**src/rtl/axi_stream_tx_pkg.sv**
```systemverilog
// axi_stream_tx_pkg: shared types and sizing helpers for the AXI4-Stream transmitter.
package axi_stream_tx_pkg;
    typedef enum logic {IDLE, IN_PKT} state_t;
    function automatic int entry_width(input int data_width);
        return data_width + 1;
    endfunction
    // One extra pointer bit distinguishes full from empty.
    function automatic int ptr_width(input int depth);
        return $clog2(depth) + 1;
    endfunction
endpackage

```
**src/rtl/axi_stream_tx_if.sv**
```systemverilog
// axi_stream_tx_if: write port and AXI4-Stream master bundle.
interface axi_stream_tx_if #(parameter int DATA_WIDTH = 32);
    logic wr_valid, wr_ready, wr_last, tlast, tvalid, tready;
    logic [DATA_WIDTH-1:0] wr_data, tdata;
    logic [DATA_WIDTH/8-1:0] tkeep;
    modport master (input wr_valid, wr_data, wr_last, tready, output wr_ready, tdata, tkeep, tlast, tvalid);
    modport slave (output wr_valid, wr_data, wr_last, tready, input wr_ready, tdata, tkeep, tlast, tvalid);
endinterface

```
**src/rtl/axis_sync_fifo.sv**
```systemverilog
// axis_sync_fifo: synchronous FIFO with wrap-bit pointers and level output.
module axis_sync_fifo import axi_stream_tx_pkg::*; #(
    parameter int WIDTH = 33,
    parameter int DEPTH = 16
) (
    input  logic                        aclk,
    input  logic                        areset,
    input  logic                        wr_en,
    input  logic                        rd_en,
    input  logic [WIDTH-1:0]            wr_data,
    output logic [WIDTH-1:0]            rd_data,
    output logic                        full,
    output logic                        empty,
    output logic [ptr_width(DEPTH)-1:0] level
);
    localparam int PW = ptr_width(DEPTH);
    logic [WIDTH-1:0] mem [DEPTH];
    logic [PW-1:0] wp, rp;
    assign full = wp == {~rp[PW-1], rp[PW-2:0]};
    assign empty = wp == rp;
    assign level = wp - rp;
    assign rd_data = mem[rp[PW-2:0]];
    always_ff @(posedge aclk)
        if (areset) begin
            wp <= '0;
            rp <= '0;
        end else begin
            if (wr_en && !full) wp <= wp + PW'(1);
            if (rd_en && !empty) rp <= rp + PW'(1);
        end
    always_ff @(posedge aclk)
        if (wr_en && !full) mem[wp[PW-2:0]] <= wr_data;
endmodule

```
**src/rtl/axi_stream_tx.sv**
```systemverilog
// axi_stream_tx: buffered AXI4-Stream master with packet FSM and beat/packet counters.
// Store-and-forward gating and err_oversize are enabled by AXI_STREAM_TX_STORE_FWD_EN.
module axi_stream_tx import axi_stream_tx_pkg::*; #(
    parameter int DATA_WIDTH = 32,
    parameter int FIFO_DEPTH = 16,
    parameter int CNT_WIDTH  = 32
) (
    input  logic                             aclk,
    input  logic                             areset,
    axi_stream_tx_if.master                  s,
    output logic                             busy,
    output logic [ptr_width(FIFO_DEPTH)-1:0] fifo_level,
    output logic [CNT_WIDTH-1:0]             pkt_count,
    output logic [CNT_WIDTH-1:0]             word_count
`ifdef AXI_STREAM_TX_STORE_FWD_EN
    ,
    output logic                             err_oversize
`endif
);
    localparam int EW = entry_width(DATA_WIDTH);
    state_t state;
    logic full, empty, gate, pop, xfer, wr_en;
    logic [EW-1:0] head;
    assign wr_en = s.wr_valid && !full;
    assign s.wr_ready = !full;
    assign s.tkeep = '1;
    assign xfer = s.tvalid && s.tready;
    assign pop = (!s.tvalid || s.tready) && !empty && gate;
    assign busy = state == IN_PKT;
    axis_sync_fifo #(.WIDTH(EW), .DEPTH(FIFO_DEPTH)) u_fifo (
        .aclk(aclk),
        .areset(areset),
        .wr_en(wr_en),
        .rd_en(pop),
        .wr_data({s.wr_last, s.wr_data}),
        .rd_data(head),
        .full(full),
        .empty(empty),
        .level(fifo_level)
    );
`ifdef AXI_STREAM_TX_STORE_FWD_EN
    localparam int PW = ptr_width(FIFO_DEPTH);
    logic [PW-1:0] pkts_held;
    logic rel_q, stuck;
    // A full FIFO with no complete packet can never finish on its own, so let it drain.
    assign stuck = full && pkts_held == '0;
    assign gate = state == IN_PKT || pkts_held != '0 || rel_q || stuck;
    always_ff @(posedge aclk)
        if (areset) begin
            pkts_held <= '0;
            rel_q <= 1'b0;
            err_oversize <= 1'b0;
        end else begin
            pkts_held <= pkts_held + PW'(wr_en && s.wr_last) - PW'(pop && head[EW-1]);
            rel_q <= stuck || (rel_q && !(pop && head[EW-1]));
            if (stuck) err_oversize <= 1'b1;
        end
`else
    assign gate = 1'b1;
`endif
    always_ff @(posedge aclk)
        if (areset) begin
            s.tvalid <= 1'b0;
            s.tdata <= '0;
            s.tlast <= 1'b0;
            state <= IDLE;
            pkt_count <= '0;
            word_count <= '0;
        end else begin
            if (pop) {s.tlast, s.tdata} <= head;
            s.tvalid <= pop || (s.tvalid && !s.tready);
            if (xfer) begin
                word_count <= word_count + CNT_WIDTH'(1);
                pkt_count <= pkt_count + CNT_WIDTH'(s.tlast);
                state <= s.tlast ? IDLE : IN_PKT;
            end
        end
endmodule

```
**src/flat_wrapper.sv**
```systemverilog
// flat-port wrapper written by rule: the top's interface ports become plain ports
module axi_stream_tx_flat import axi_stream_tx_pkg::*;
#(
    parameter int DATA_WIDTH = 32,
    parameter int FIFO_DEPTH = 16,
    parameter int CNT_WIDTH  = 32
)
  (aclk, areset, busy, fifo_level, pkt_count, word_count, s_wr_valid, s_wr_data, s_wr_last, s_tready, s_wr_ready, s_tdata, s_tkeep, s_tlast, s_tvalid);
  axi_stream_tx_if #(.DATA_WIDTH(DATA_WIDTH)) s_i ();
  input  logic aclk;
  input  logic areset;
  output logic busy;
  output logic [ptr_width(FIFO_DEPTH)-1:0] fifo_level;
  output logic [CNT_WIDTH-1:0] pkt_count;
  output logic [CNT_WIDTH-1:0] word_count;
  input wire logic [$bits(s_i.wr_valid)-1:0] s_wr_valid;
  input wire logic [$bits(s_i.wr_data)-1:0] s_wr_data;
  input wire logic [$bits(s_i.wr_last)-1:0] s_wr_last;
  input wire logic [$bits(s_i.tready)-1:0] s_tready;
  output wire logic [$bits(s_i.wr_ready)-1:0] s_wr_ready;
  output wire logic [$bits(s_i.tdata)-1:0] s_tdata;
  output wire logic [$bits(s_i.tkeep)-1:0] s_tkeep;
  output wire logic [$bits(s_i.tlast)-1:0] s_tlast;
  output wire logic [$bits(s_i.tvalid)-1:0] s_tvalid;
  assign s_i.wr_valid = s_wr_valid;
  assign s_i.wr_data = s_wr_data;
  assign s_i.wr_last = s_wr_last;
  assign s_i.tready = s_tready;
  assign s_wr_ready = s_i.wr_ready;
  assign s_tdata = s_i.tdata;
  assign s_tkeep = s_i.tkeep;
  assign s_tlast = s_i.tlast;
  assign s_tvalid = s_i.tvalid;
  axi_stream_tx #(.DATA_WIDTH(DATA_WIDTH), .FIFO_DEPTH(FIFO_DEPTH), .CNT_WIDTH(CNT_WIDTH)) u_core (.aclk(aclk), .areset(areset), .s(s_i), .busy(busy), .fifo_level(fifo_level), .pkt_count(pkt_count), .word_count(word_count));
endmodule
```
**config.mk**
```make
export PLATFORM = sky130hd
export DESIGN_NAME = axi_stream_tx_flat
export DESIGN_NICKNAME = d
export VERILOG_FILES = /design/src/rtl/axi_stream_tx_pkg.sv /design/src/rtl/axi_stream_tx_if.sv /design/src/rtl/axis_sync_fifo.sv /design/src/rtl/axi_stream_tx.sv /design/src/flat_wrapper.sv
export SDC_FILE = /design/constraint.sdc
export NUM_CORES = 1
export LEC_CHECK = 0
export ABC_AREA = 1
export BUFFER_PORTS_ARGS = -buffer_cell sky130_fd_sc_hd__buf_2
export CELL_PAD_IN_SITES_DETAIL_PLACEMENT = 1
export CELL_PAD_IN_SITES_GLOBAL_PLACEMENT = 2
export CORE_MARGIN = 10
export CORE_UTILIZATION = 35
export CTS_CLUSTER_SIZE = 16
export DETAILED_ROUTE_END_ITERATION = 10
export PLACE_DENSITY_LB_ADDON = 0.1
export SYNTH_ARGS = -nofsm -noshare
export SYNTH_HDL_FRONTEND = slang
export SYNTH_HIERARCHICAL = 1
export SYNTH_SLANG_ARGS = --single-unit
```
**constraint.sdc**
```tcl
create_clock -name aclk -period 8.5 [get_ports aclk]
set_input_delay 0.425 -clock aclk [delete_from_list [all_inputs] [get_ports aclk]]
set_output_delay 0.425 -clock aclk [all_outputs]
set_load 0.02 [all_outputs]
```
==> results of run 1 <==
cells by family (layout without fill, tap and decap cells):
logic type / after synthesis / count (layout) / share of synthesized area
simple gates: 1582 / 1582 / 0.2366
flops: 641 / 641 / 0.6469
buf+inv: 618 / 799 / 0.08774
compound gates: 97 / 97 / 0.01787
xor+xnor: 15 / 15 / 0.004691
fa+ha+maj: 13 / 13 / 0.006076
other cells: 1 / 5 / 0.0001339
final cells by class:
| type | instances | area share |
|---|---|---|
| flip-flops and latches | 641 | 0.5616 |
| multi-input cells | 1711 | 0.2346 |
| clock buffers | 102 | 0.06457 |
| inverters | 486 | 0.05682 |
| well taps | 1050 | 0.04069 |
| repair buffers | 171 | 0.02883 |
| clock inverters | 40 | 0.01287 |
| diodes | 1 | 0.00007751 |
through the flow:
stage          instances  power [W]  instance area, um^2  utilization  setup slack [ps]
2_1_floorplan       2970   0.005330                28020            -              4935
3_3_place_gp        4059   0.006128                29780       0.3764              5079
3_5_place_dp        4059   0.006166                29780       0.3764              4961
4_1_cts             4201   0.009498                32280       0.4080              4944
5_1_grt             4202   0.009881                32280       0.4080              4705
6_report            4202   0.009335                32280       0.4080              4985
power breakdown:
part           switching [W]  internal, W
logic                0.00171     0.000648
registers           0.000154      0.00353
clock network        0.00132      0.00197
state kept, by name, indices dropped and copies added (netlist names), named ones only:
register and count:
u_core/s.tdata 32, u_core/word_count 32, u_core/s.tvalid 1, u_core/busy 1, u_core/u_fifo/wp 5, u_core/pkt_count 32
u_core/u_fifo/mem 528, u_core/u_fifo/rp 5, u_core/s.tlast 1
layer usage:
layer / GRT usage / vias to the layer above
li1: - / 9779
met1: 0.2377 / 10200
met2: 0.3272 / 275
met3: 0.02573 / 114
met4: 0.04505 / 0
met5: 0 / -
cell usage after synthesis (all sizes together):
master  number  area, um^2
o21a         3       22.52
nor2       227       882.1
clkinv       1       3.750
nand3b       1       7.510
xor2         8       70.07
o21bai       1       7.510
a21oi       39       195.2
or2          1       6.260
nor3b        2       15.01
clkbuf      31       116.4
o21ai       52       260.3
nand3      463        2322
conb         1       3.750
dfxtp      113        2262
nor3         9       45.04
inv        485        1820
nand2      862        3241
and2         2       12.51
fa           1       20.02
buf        101       516.8
edfxtp     528       15860
ha          12       150.1
and3         1       6.260
xnor2        7       61.31
a211oi       2       15.01
nand4       14       87.58
critical path, stage by stage, from the launching register on:
cell,delay [ps]
dfxtp_1,430
inv_1,140
ha_1,340
nand2_1,80
nor2_1,50
nand2_1,160
inv_1,80
nor2_1,250
nand2_2,180
inv_2,130
nand2_1,240
nor2_4,660
buf_4,430
final timing paths:
path	endpoint	depth (start not counted)	slack (ps)
setup / recovery	u_core/u_fifo/mem[8][17]	12	4980
hold / removal	u_core/s.tvalid	4	140
setup reg to reg	u_core/u_fifo/mem[8][17]	12	4980
hold reg to reg	u_core/s.tdata[15]	2	510
==> summary.txt, run 1 <==
WL/cell: 20.35 um
HP Start: s_tready
share of post-route cells with drive strength above 1: 0.1003
drc violations: 0
drt total wl: 85.51 mm
pin count of the biggest net entering global routing: 120
Synth cell types: 33
CTS sink cnt: 641
register area share after synthesis: 0.6469
Hold WS: 137.0 ps
number of filler cells placed in the layout: 8989
Tmin final: 3515 ps
final-report setup violation count: 0
Placeable Area: 79130 um^2
GRT Total Usage: 0.1856
RSZ-0062 raised after global routing: false
Seq cells post-synth: 641
Die Y: 302.9 um
met2 routed WL: 42.78 mm
port bufs: 141
status: complete, no violations
met3 wire length: 2.649 mm
vias in the first global route: 21700
gp weighted congestion: 0.7537
Avg Cell Area, Syn: 9.439 um^2
# nets final: 3138
Max-Cap Viols: 0
Starting Density: 0.3539
Rows: 103
cells after synthesis: 2967
Clk Latency, worst-skew pair: 610 ps
max layer used: met4
Area Growth Syn to Fin: 15.28%
commonest non-fill, non-tap cell in the layout: nand2_1
register clock-pin slew on the reported worst setup and hold paths: 60 ps
Final period util: 0.4136
area of the multi-input gates: 7574 um^2
first-pass iteration count of the detailed router: 5
max-slew violation count: 0
Ys Warns: 6
H-tree levels: 3
HP Class: in2reg
Worst Setup Start Kind: register
critical path class: reg2reg
GR Overflow Total: 0
Post-CTS Resized: 0
post-CTS setup buffer count: 0
setup TNS: 0 ps
Via density: 4.847
first-pass GRT wire length: 131.2 mm
post-route clock skew: 14.76 ps
CTS Hold Bufs: 0
initial antenna violation count: 4
post-route antenna net violation count: 0
Worst Tran Pin Value: 1121 ps
Top Ports: 146
PwrDens: 289.2 nW/um^2
register area: 18130 um^2
via count: 20370
RR Startpoint: u_core/u_fifo/wp[0]
Slew headroom: 0.2513
leakage: 13.59 nW
CTS buffer count: 77
FMAX: 284.5 MHz
DIE AREA: 91730 um^2
die width: 302.9 um
Hold Violations, Final: 0
worst setup path startpoint: u_core/u_fifo/wp[0]
Worst Setup End Kind: register
CTS tree: built
initial DRC count: 965
Worst Path Arrival: 3800 ps
peak supply drop: 231.7 uV
commonest cells after routing, fill and taps aside: 860 x nand2_1, 528 x edfxtp_1, 478 x inv_1
M1 wire length: 38.30 mm
Worst Path Required: 8780 ps
CTS Buffer Depth: 3
Max FO, Critical Path: 18
synthesized cell area: 28010 um^2
DP Wirelength: 47.70 mm
root buf cell: clkbuf_16
No activity file was read; power rests on OpenSTA's default activity.
==> run 2: changes to the inputs <==
==> constraint.sdc (replaced) <==
create_clock -name aclk -period 3.32 [get_ports aclk]
set_input_delay 0.166 -clock aclk [delete_from_list [all_inputs] [get_ports aclk]]
set_output_delay 0.166 -clock aclk [all_outputs]
set_load 0.02 [all_outputs]
==> run 2 against run 1 <==
Cell area up 1.6%. Wire length up 3.7%. Register-to-register slack worse by 4700 ps. Worst hold slack worse by 110 ps. Clock skew up 6.5 ps. First-iteration DRC count up 6.8%. Utilization up 0.64 points. Non-clock buffer count up 54. Largest power group unchanged. Clock-buffer cell count up 3. Maximum frequency up 15%. Via count up 1.6%.
==> summary.txt, run 2 (synthesized netlist as in run 1, its figures left out) <==
drc violations: 0
HP Start: s_wr_data[15]
DP Wirelength: 56.70 mm
CTS sink cnt: 641
Hold WS: 29.76 ps
commonest cells after routing, fill and taps aside: 860 x nand2_1, 528 x edfxtp_1, 478 x inv_1
initial antenna violation count: 3
Max-Cap Viols: 0
Layout Cells excl Fill: 4251
R2R Setup Slk: 250 ps
RR Endpoint: u_core/u_fifo/mem[6][0]
Placeable Area: 79130 um^2
GRT Total Usage: 0.1920
Rows: 103
FMAX: 325.8 MHz
placed insts: 4084
DP Area: 30150 um^2
post-route clock skew: 21.22 ps
CTS buffer count: 75
final-report setup violation count: 0
worst reg-to-reg path cell count: 12
Final period util: 0.9244
Tmin final: 3069 ps
Worst Setup Start Kind: register
# nets final: 3190
setup TNS: 0 ps
WL/cell: 20.85 um
Clk Latency, worst-skew pair: 620 ps
HP Class: in2reg
worst setup path startpoint: u_core/u_fifo/rp[2]
RR Startpoint: u_core/u_fifo/rp[2]
first-pass GRT wire length: 134.3 mm
post-route antenna net violation count: 0
gp weighted congestion: 0.7957
H-tree levels: 3
max reg flops: 528
root buf cell: clkbuf_16
Worst Setup End Kind: register
via count: 20700
port bufs: 141
Max FO, Critical Path: 20
Starting Density: 0.3539
Top Ports: 146
post-CTS setup buffer count: 0
share of post-route cells with drive strength above 1: 0.1072
Via density: 4.870
Final Cell Area: 32790 um^2
Area Growth Syn to Fin: 17.08%
peak supply drop: 548.3 uV
first-pass iteration count of the detailed router: 5
Worst Path Required: 3580 ps
leakage: 13.85 nW
RSZ-0062 raised after global routing: false
worst hold endpoint: u_core/u_fifo/mem[14][15]
vias in the first global route: 21860
Slew headroom: 0.3695
CTS Buffer Depth: 3
register clock-pin slew on the reported worst setup and hold paths: 60 ps
antenna diode count: 0
CTS tree: built
critical path class: reg2reg
Die Y: 302.9 um
DIE AREA: 91730 um^2
cell count of the worst hold path: 1
GR Overflow Total: 0
PwrDens: 734.4 nW/um^2
die width: 302.9 um
pin count of the biggest net entering global routing: 133
max-slew violation count: 0
status: complete, no violations
commonest non-fill, non-tap cell in the layout: nand2_1
initial DRC count: 1031
total power draw: 0.02408 W
Worst Tran Pin Value: 945.7 ps
Worst Path Arrival: 3330 ps
Hold Violations, Final: 0
drt total wl: 88.65 mm
==> run 2: cell types whose count changed in the layout (fill, tap and decap cells not counted), sizes merged <==
| cell | previous run | this run |
|---|---|---|
| bufinv | 8 | 3 |
| buf | 171 | 196 |
| clkinv | 24 | 25 |
| dlygate4sd3 | 0 | 29 |
| clkinvlp | 5 | 2 |
| clkbuf | 102 | 105 |
| diode | 1 | 0 |
==> run 2: final cells by class <==
type	count	area (um^2)
well taps	1050	1314
repair buffers	225	1592
fillers	9004	46340
inverters	486	1834
clock buffers	105	2072
flip-flops and latches	641	18130
multi-input cells	1711	7574
clock inverters	33	272.8
==> run 2: per-layer routing <==
layer  vias to the layer above  track usage  wire (um)
met5                         -            0         27
met4                         4      0.05936       2461
met3                       137      0.02851       3003
met2                       338       0.3408      44810
met1                     10340       0.2377      38350
li1                       9886            -          -
==> run 2: repair_timing <==
item / 4_1_cts / 5_1_grt
resized for setup: 0 / 2
setup endpoints to repair: 0 / 38
hold endpoints to repair: 400 / 0
hold buffers: 29 / 0
==> run 2: worst max-delay path by stage <==
stage / end / slack, ps / depth (start not counted)
after floorplan: u_core/u_fifo/mem[0][0] / -240 / 12
after global placement: u_core/u_fifo/mem[0][28] / 340 / 12
after detailed placement: u_core/u_fifo/mem[1][28] / 210 / 12
after CTS: u_core/u_fifo/mem[1][1] / 190 / 12
after global routing: u_core/u_fifo/mem[12][12] / 10 / 12
final: u_core/u_fifo/mem[6][0] / 250 / 12
==> run 2: stage by stage <==
step	utilization	worst slack (ps)
floorplan	-	-244.8
global placement	0.3810	342.6
CTS	0.4143	187.5
detailed placement	0.3810	211.1
global route	0.4144	10.24
finish	0.4144	250.9
==> run 2: worst max-delay path, cell delays in order, from the launching register on <==
cell     delay, ps
dfxtp_1        460
inv_1          100
ha_1           360
nand2_1         90
nor2_1          60
nand2_1        160
inv_1           80
nor2_1         270
nand2_2        190
inv_2          170
nand2_1        250
nor2_4         170
buf_4          350
==> run 2: power by group <==
group          internal, W  switching, W
Sequential         0.00903      0.000205
Clock              0.00461       0.00337
Combinational      0.00187       0.00498
